==> config.mk <==
export PLATFORM = sky130hd
export DESIGN_NAME = regfile_cmd_master
export DESIGN_NICKNAME = d
export VERILOG_FILES = /design/src/rtl/regfile_cmd_master.sv
export SDC_FILE = /design/constraint.sdc
export NUM_CORES = 1
export LEC_CHECK = 0
export CAP_MARGIN = 30
export CORE_MARGIN = 10
export CORE_UTILIZATION = 25
export DETAILED_ROUTE_END_ITERATION = 8
export PLACE_DENSITY = 0.53
export SLEW_MARGIN = 20
export SYNTH_ARGS = -nofsm -noshare
export SYNTH_HDL_FRONTEND = slang
export SYNTH_SLANG_ARGS = --single-unit
export TNS_END_PERCENT = 30
==> constraint.sdc <==
create_clock -name clk -period 2.7 [get_ports clk]
set_clock_uncertainty 0.2 [all_clocks]
set_input_delay 0.27 -clock clk [delete_from_list [all_inputs] [get_ports clk]]
set_output_delay 0.27 -clock clk [all_outputs]
set_load 0.02 [all_outputs]
==> src/rtl/regfile_cmd_master.sv <==
// Command sequencer for an external register file: WRITE, dual-port READ2,
// COPY and a 16-cycle CLEAR sweep, with every output driven from a register.
module regfile_cmd_master #(
    parameter int DATA_W = 8,
    parameter int ADDR_W = 4
) (
    input  logic              clk,
    input  logic              rst_n,
    input  logic              cmd_valid,
    output logic              cmd_ready,
    input  logic [1:0]        cmd_op,
    input  logic [ADDR_W-1:0] cmd_addr_a,
    input  logic [ADDR_W-1:0] cmd_addr_b,
    input  logic [DATA_W-1:0] cmd_wdata,
    output logic              rsp_valid,
    input  logic              rsp_ready,
    output logic [DATA_W-1:0] rsp_data0,
    output logic [DATA_W-1:0] rsp_data1,
    output logic              rf_we,
    output logic [ADDR_W-1:0] rf_dst,
    output logic [DATA_W-1:0] rf_data,
    output logic [ADDR_W-1:0] rf_src0,
    output logic [ADDR_W-1:0] rf_src1,
    input  logic [DATA_W-1:0] rf_data0,
    input  logic [DATA_W-1:0] rf_data1,
    output logic              busy
);

    typedef enum logic [2:0] {
        IDLE,
        WR,
        RD,
        RSP,
        CP_RD,
        CP_WR,
        CLR
    } state_t;

    localparam logic [1:0] OP_WRITE = 2'b00;
    localparam logic [1:0] OP_READ2 = 2'b01;
    localparam logic [1:0] OP_COPY  = 2'b10;

    state_t            state_q, state_d;
    logic [ADDR_W-1:0] addr_a_q, addr_a_d;
    logic [ADDR_W-1:0] clr_cnt_q, clr_cnt_d;
    logic [ADDR_W-1:0] rf_dst_d, rf_src0_d, rf_src1_d;
    logic [DATA_W-1:0] rf_data_d, rsp_data0_d, rsp_data1_d;
    logic              rf_we_d, rsp_valid_d, cmd_ready_d, busy_d;

    always_comb begin
        state_d     = state_q;
        addr_a_d    = addr_a_q;
        clr_cnt_d   = clr_cnt_q;
        rf_we_d     = 1'b0;
        rf_dst_d    = rf_dst;
        rf_data_d   = rf_data;
        rf_src0_d   = rf_src0;
        rf_src1_d   = rf_src1;
        rsp_valid_d = 1'b0;
        rsp_data0_d = rsp_data0;
        rsp_data1_d = rsp_data1;

        case (state_q)
            IDLE: begin
                if (cmd_valid && cmd_ready) begin
                    addr_a_d = cmd_addr_a;
                    case (cmd_op)
                        OP_WRITE: begin
                            state_d   = WR;
                            rf_we_d   = 1'b1;
                            rf_dst_d  = cmd_addr_a;
                            rf_data_d = cmd_wdata;
                        end
                        OP_READ2: begin
                            state_d   = RD;
                            rf_src0_d = cmd_addr_a;
                            rf_src1_d = cmd_addr_b;
                        end
                        OP_COPY: begin
                            state_d   = CP_RD;
                            rf_src0_d = cmd_addr_b;
                        end
                        default: begin
                            state_d   = CLR;
                            rf_we_d   = 1'b1;
                            rf_dst_d  = '0;
                            rf_data_d = '0;
                            clr_cnt_d = '0;
                        end
                    endcase
                end
            end
            WR: state_d = IDLE;
            RD: begin
                state_d     = RSP;
                rsp_valid_d = 1'b1;
                rsp_data0_d = rf_data0;
                rsp_data1_d = rf_data1;
            end
            RSP: begin
                if (rsp_ready) begin
                    state_d = IDLE;
                end else begin
                    rsp_valid_d = 1'b1;
                end
            end
            CP_RD: begin
                state_d   = CP_WR;
                rf_we_d   = 1'b1;
                rf_dst_d  = addr_a_q;
                rf_data_d = rf_data0;
            end
            CP_WR: state_d = IDLE;
            CLR: begin
                // Counter wraps to 0 on the last sweep cycle so it reads 0 in IDLE.
                clr_cnt_d = ADDR_W'(clr_cnt_q + 1'b1);
                if (clr_cnt_q == '1) begin
                    state_d = IDLE;
                end else begin
                    rf_we_d  = 1'b1;
                    rf_dst_d = clr_cnt_d;
                end
            end
            default: state_d = IDLE;
        endcase

        cmd_ready_d = (state_d == IDLE);
        busy_d      = !cmd_ready_d;
    end

    always_ff @(posedge clk) begin
        if (!rst_n) begin
            state_q   <= IDLE;
            addr_a_q  <= '0;
            clr_cnt_q <= '0;
            rf_we     <= 1'b0;
            rf_dst    <= '0;
            rf_data   <= '0;
            rf_src0   <= '0;
            rf_src1   <= '0;
            rsp_valid <= 1'b0;
            rsp_data0 <= '0;
            rsp_data1 <= '0;
            cmd_ready <= 1'b1;
            busy      <= 1'b0;
        end else begin
            state_q   <= state_d;
            addr_a_q  <= addr_a_d;
            clr_cnt_q <= clr_cnt_d;
            rf_we     <= rf_we_d;
            rf_dst    <= rf_dst_d;
            rf_data   <= rf_data_d;
            rf_src0   <= rf_src0_d;
            rf_src1   <= rf_src1_d;
            rsp_valid <= rsp_valid_d;
            rsp_data0 <= rsp_data0_d;
            rsp_data1 <= rsp_data1_d;
            cmd_ready <= cmd_ready_d;
            busy      <= busy_d;
        end
    end

endmodule

==> results_dict.tcl <==
set metrics [dict create \
    result_of_the_run "complete, no violations" \
    number_of_global_route_vias_before_repair 2108 \
    worstReg2RegEnd "rf_data[2]" \
    layout.cells.most_common_list "sky130_fd_sc_hd__clkdlybuf4s50_1, sky130_fd_sc_hd__dfxtp_1, sky130_fd_sc_hd__nand2_1" \
    rsz0062_at_grt "no" \
    vias_per_cell 4.71 \
    postCtsSetupBuffers 0 \
    dr.pass1.iters 4 \
    cap_viol_max_count 0 \
    dpl.cell_count 437 \
    timing.final.crit_period_ps 2140 \
    tightest_slew_ps 653 \
    hp-start "rsp_data0[7]" \
    grt_pass1_wl_mm 11.3 \
    postCtsHoldBufs 0 \
    worst_ep_required_time_ps 2720 \
    num_antenna_cells 0 \
    vias 2096 \
    port-buffer-count 77 \
    tns_ps 0 \
    clk_pin_slew_worst_paths_ps 100 \
    grt_antenna_before_repair 0 \
    syn_avg_cell_area_sq_um 8.58 \
    slew_violations 0 \
    worstHoldPathCells 2 \
    worst_setup_path_end_kind "flop" \
    timing.final.setup_violations 0 \
    final_antenna_net_count 0 \
    route.final.wire_length_mm 7.18 \
    layout-area-overhead-vs-synth_pct 39.5 \
    share_of_the_clock_period_used_by_the_worst_path_pct 79.2 \
    filler_cell_count 898 \
    path_class "in2reg" \
    share_of_post_route_cells_with_drive_strength_above_1_pct 6.23 \
    slew-limit-headroom_pct 56.5 \
    power_per_cell_area_nw_per_um2 735 \
    critical_path.startpoint_type "primary input" \
    globalplace.congestion 0.759 \
    drc_errors 0 \
    crit_fanout 16 \
    synthCells 266 \
    worstHoldPathType "reg2reg" \
    clock_tree_from_tritoncts "built" \
    hpwl_after_detailed_placement_mm 5.45 \
    clock_tree.root_cell "sky130_fd_sc_hd__clkbuf_8" \
    drt-initial-drc-count 140 \
    final_design_area_no_fill_sq_um 3190 \
    finish.net_count 379 \
    max_freq_mhz 468 \
    synthesis.nets 309 \
    cts.repair.resized 0 \
    hold_end "rsp_data0[7]" \
    die_area_sq_um 13400 \
    r2r.worst_path.cells 4 \
    worstSetupStartpoint "cmd_op[0]" \
    ports_placed_on_the_boundary 78 \
    grt_usage_pct 10.7 \
    clock_buffer_count_from_cts 5 \
    initial_core_util_pct 25.9 \
    yosys_warnings 0 \
    synth_cell_types 43 \
    regToRegSetupSlack_ps 580 \
    worstPathArrival_ps 2160 \
    r2r-start "state_q[1]" \
    placed_area_sq_um 3100 \
    final_cells 445 \
    globalRoute.totalOverflow 0 \
    clkLatencyLatePin_ps 300 \
    synth_seq_cells 51 \
    rows 34 \
    p_leak_uw 0.00115 \
    wl_per_cell_um 16.1 \
    die_h_um 116 \
    power.ir.vdd_worst_mv 0.269 \
    chipWidth_um 116 \
    cts.sinks 51 \
    cts.path.max_buffers 2 \
    timing.final.hold_violations 0 \
    leading_cell_type_in_the_layout_fill_and_taps_excluded "sky130_fd_sc_hd__clkdlybuf4s50_1" \
    grt_max_degree 21 \
    post_synth_instance_area_sq_um 2280 \
    cts_max_level 2 \
    floorplan.core_area_sq_um 8810 \
    proportion_of_synthesized_chip_area_in_sequential_cells_pct 44.7 \
]
==> state kept, by name (all words and copies together) (netlist names) <==
signal     count
busy           1
rf_we          1
rf_src0        4
rf_data        8
rsp_data0      8
rsp_valid      1
clr_cnt_q      4
rf_dst         4
addr_a_q       4
rsp_data1      8
state_q        3
rf_src1        4
cmd_ready      1
==> critical path: stages <==
cell	delay, ps
sky130_fd_sc_hd__clkdlybuf4s50_1	510
sky130_fd_sc_hd__inv_1	70
sky130_fd_sc_hd__ha_1	340
sky130_fd_sc_hd__nand3b_1	220
sky130_fd_sc_hd__a21boi_4	410
sky130_fd_sc_hd__nor2_1	90
sky130_fd_sc_hd__a311oi_1	250
==> how the worst max path moves through the flow <==
| stage | endpoint | slack [ps] | cells past startpoint |
|---|---|---|---|
| final | rf_data[2] | 560 | 7 |
| after global routing | rf_data[7] | 360 | 4 |
| after CTS | rf_data[7] | 580 | 7 |
| after detailed placement | rf_data[7] | 270 | 7 |
| after global placement | rf_data[5] | 320 | 7 |
| after floorplan | rf_data[5] | 970 | 7 |
==> area by class of cell <==
type | instances | area [sq um] | share of cell area, %
multi-input cells | 191 | 1120 | 35.2
flip-flops and latches | 51 | 1020 | 32.1
repair buffers | 81 | 801 | 25.1
well taps | 108 | 135 | 4.24
clock buffers | 5 | 68.8 | 2.16
inverters | 6 | 22.5 | 0.707
clock inverters | 3 | 15.0 | 0.471
==> metal layers <==
layer | vias up | track usage, % | routed length (um)
li1 | 1066 | - | -
met3 | 8 | 3.57 | 436
met2 | 54 | 17.8 | 3540
met1 | 968 | 12.7 | 3080
met5 | - | 0 | 0
met4 | 0 | 3.46 | 121
==> cell usage after synthesis <==
cell,n,area (sq um)
sky130_fd_sc_hd__nor2b_1,1,6.26
sky130_fd_sc_hd__a21boi_4,1,18.8
sky130_fd_sc_hd__or3_1,1,6.26
sky130_fd_sc_hd__nand2_1,44,165
sky130_fd_sc_hd__a41oi_1,1,8.76
sky130_fd_sc_hd__dfxtp_1,51,1020
sky130_fd_sc_hd__o21ai_1,1,5.00
sky130_fd_sc_hd__o21ai_0,4,20.0
sky130_fd_sc_hd__a211o_1,1,8.76
sky130_fd_sc_hd__and3b_1,1,8.76
sky130_fd_sc_hd__nand3_1,26,130
sky130_fd_sc_hd__o22ai_1,2,12.5
sky130_fd_sc_hd__o21bai_1,1,7.51
sky130_fd_sc_hd__buf_6,5,56.3
sky130_fd_sc_hd__nand2b_1,3,18.8
sky130_fd_sc_hd__mux2i_1,10,100
sky130_fd_sc_hd__o21a_1,1,7.51
sky130_fd_sc_hd__nor3_1,2,10.0
sky130_fd_sc_hd__buf_2,6,30.0
sky130_fd_sc_hd__clkbuf_1,5,18.8
sky130_fd_sc_hd__a21oi_1,25,125
sky130_fd_sc_hd__a41o_1,1,10.0
sky130_fd_sc_hd__a311oi_1,10,87.6
sky130_fd_sc_hd__a31oi_1,3,18.8
sky130_fd_sc_hd__a31oi_2,1,12.5
sky130_fd_sc_hd__ha_1,5,62.6
sky130_fd_sc_hd__mux2_2,4,45.0
sky130_fd_sc_hd__clkbuf_2,1,5.00
sky130_fd_sc_hd__buf_4,1,7.51
sky130_fd_sc_hd__o211a_1,1,10.0
sky130_fd_sc_hd__nand3b_1,3,22.5
sky130_fd_sc_hd__o211ai_1,2,15.0
sky130_fd_sc_hd__nor2_4,1,11.3
sky130_fd_sc_hd__and3_1,1,6.26
sky130_fd_sc_hd__nand2_2,1,6.26
sky130_fd_sc_hd__xor2_1,1,8.76
sky130_fd_sc_hd__o211ai_2,1,12.5
sky130_fd_sc_hd__a31o_1,1,8.76
sky130_fd_sc_hd__nor4_1,1,6.26
sky130_fd_sc_hd__inv_1,6,22.5
sky130_fd_sc_hd__nor2_1,27,101
sky130_fd_sc_hd__a211oi_1,1,7.51
sky130_fd_sc_hd__nor4bb_1,1,10.0
==> cells by family after synthesis <==
group / Yosys count / synth area share (%)
simple gates: 113 / 22.3
compound gates: 58 / 17.4
flops: 51 / 44.7
buf+inv: 24 / 6.14
mux: 14 / 6.36
fa+ha+maj: 5 / 2.74
xor+xnor: 1 / 0.384
==> per-stage QoR <==
step | utilization, % | hold slack, ps | worst slack (ps) | power, uW
5_1_grt | 36.2 | 278 | 357 | 2500
4_1_cts | 36.2 | 262 | 581 | 2370
2_1_floorplan | - | 206 | 966 | 1570
6_report | 36.2 | 258 | 562 | 2340
3_3_place_gp | 35.2 | 242 | 323 | 1920
3_5_place_dp | 35.2 | 247 | 267 | 1930
==> report_power, final <==
part | internal (uW) | switching (uW)
combinational | 408 | 513
clock | 178 | 263
sequential | 885 | 94.9
Note: power is estimated with default switching activity, not from simulation.
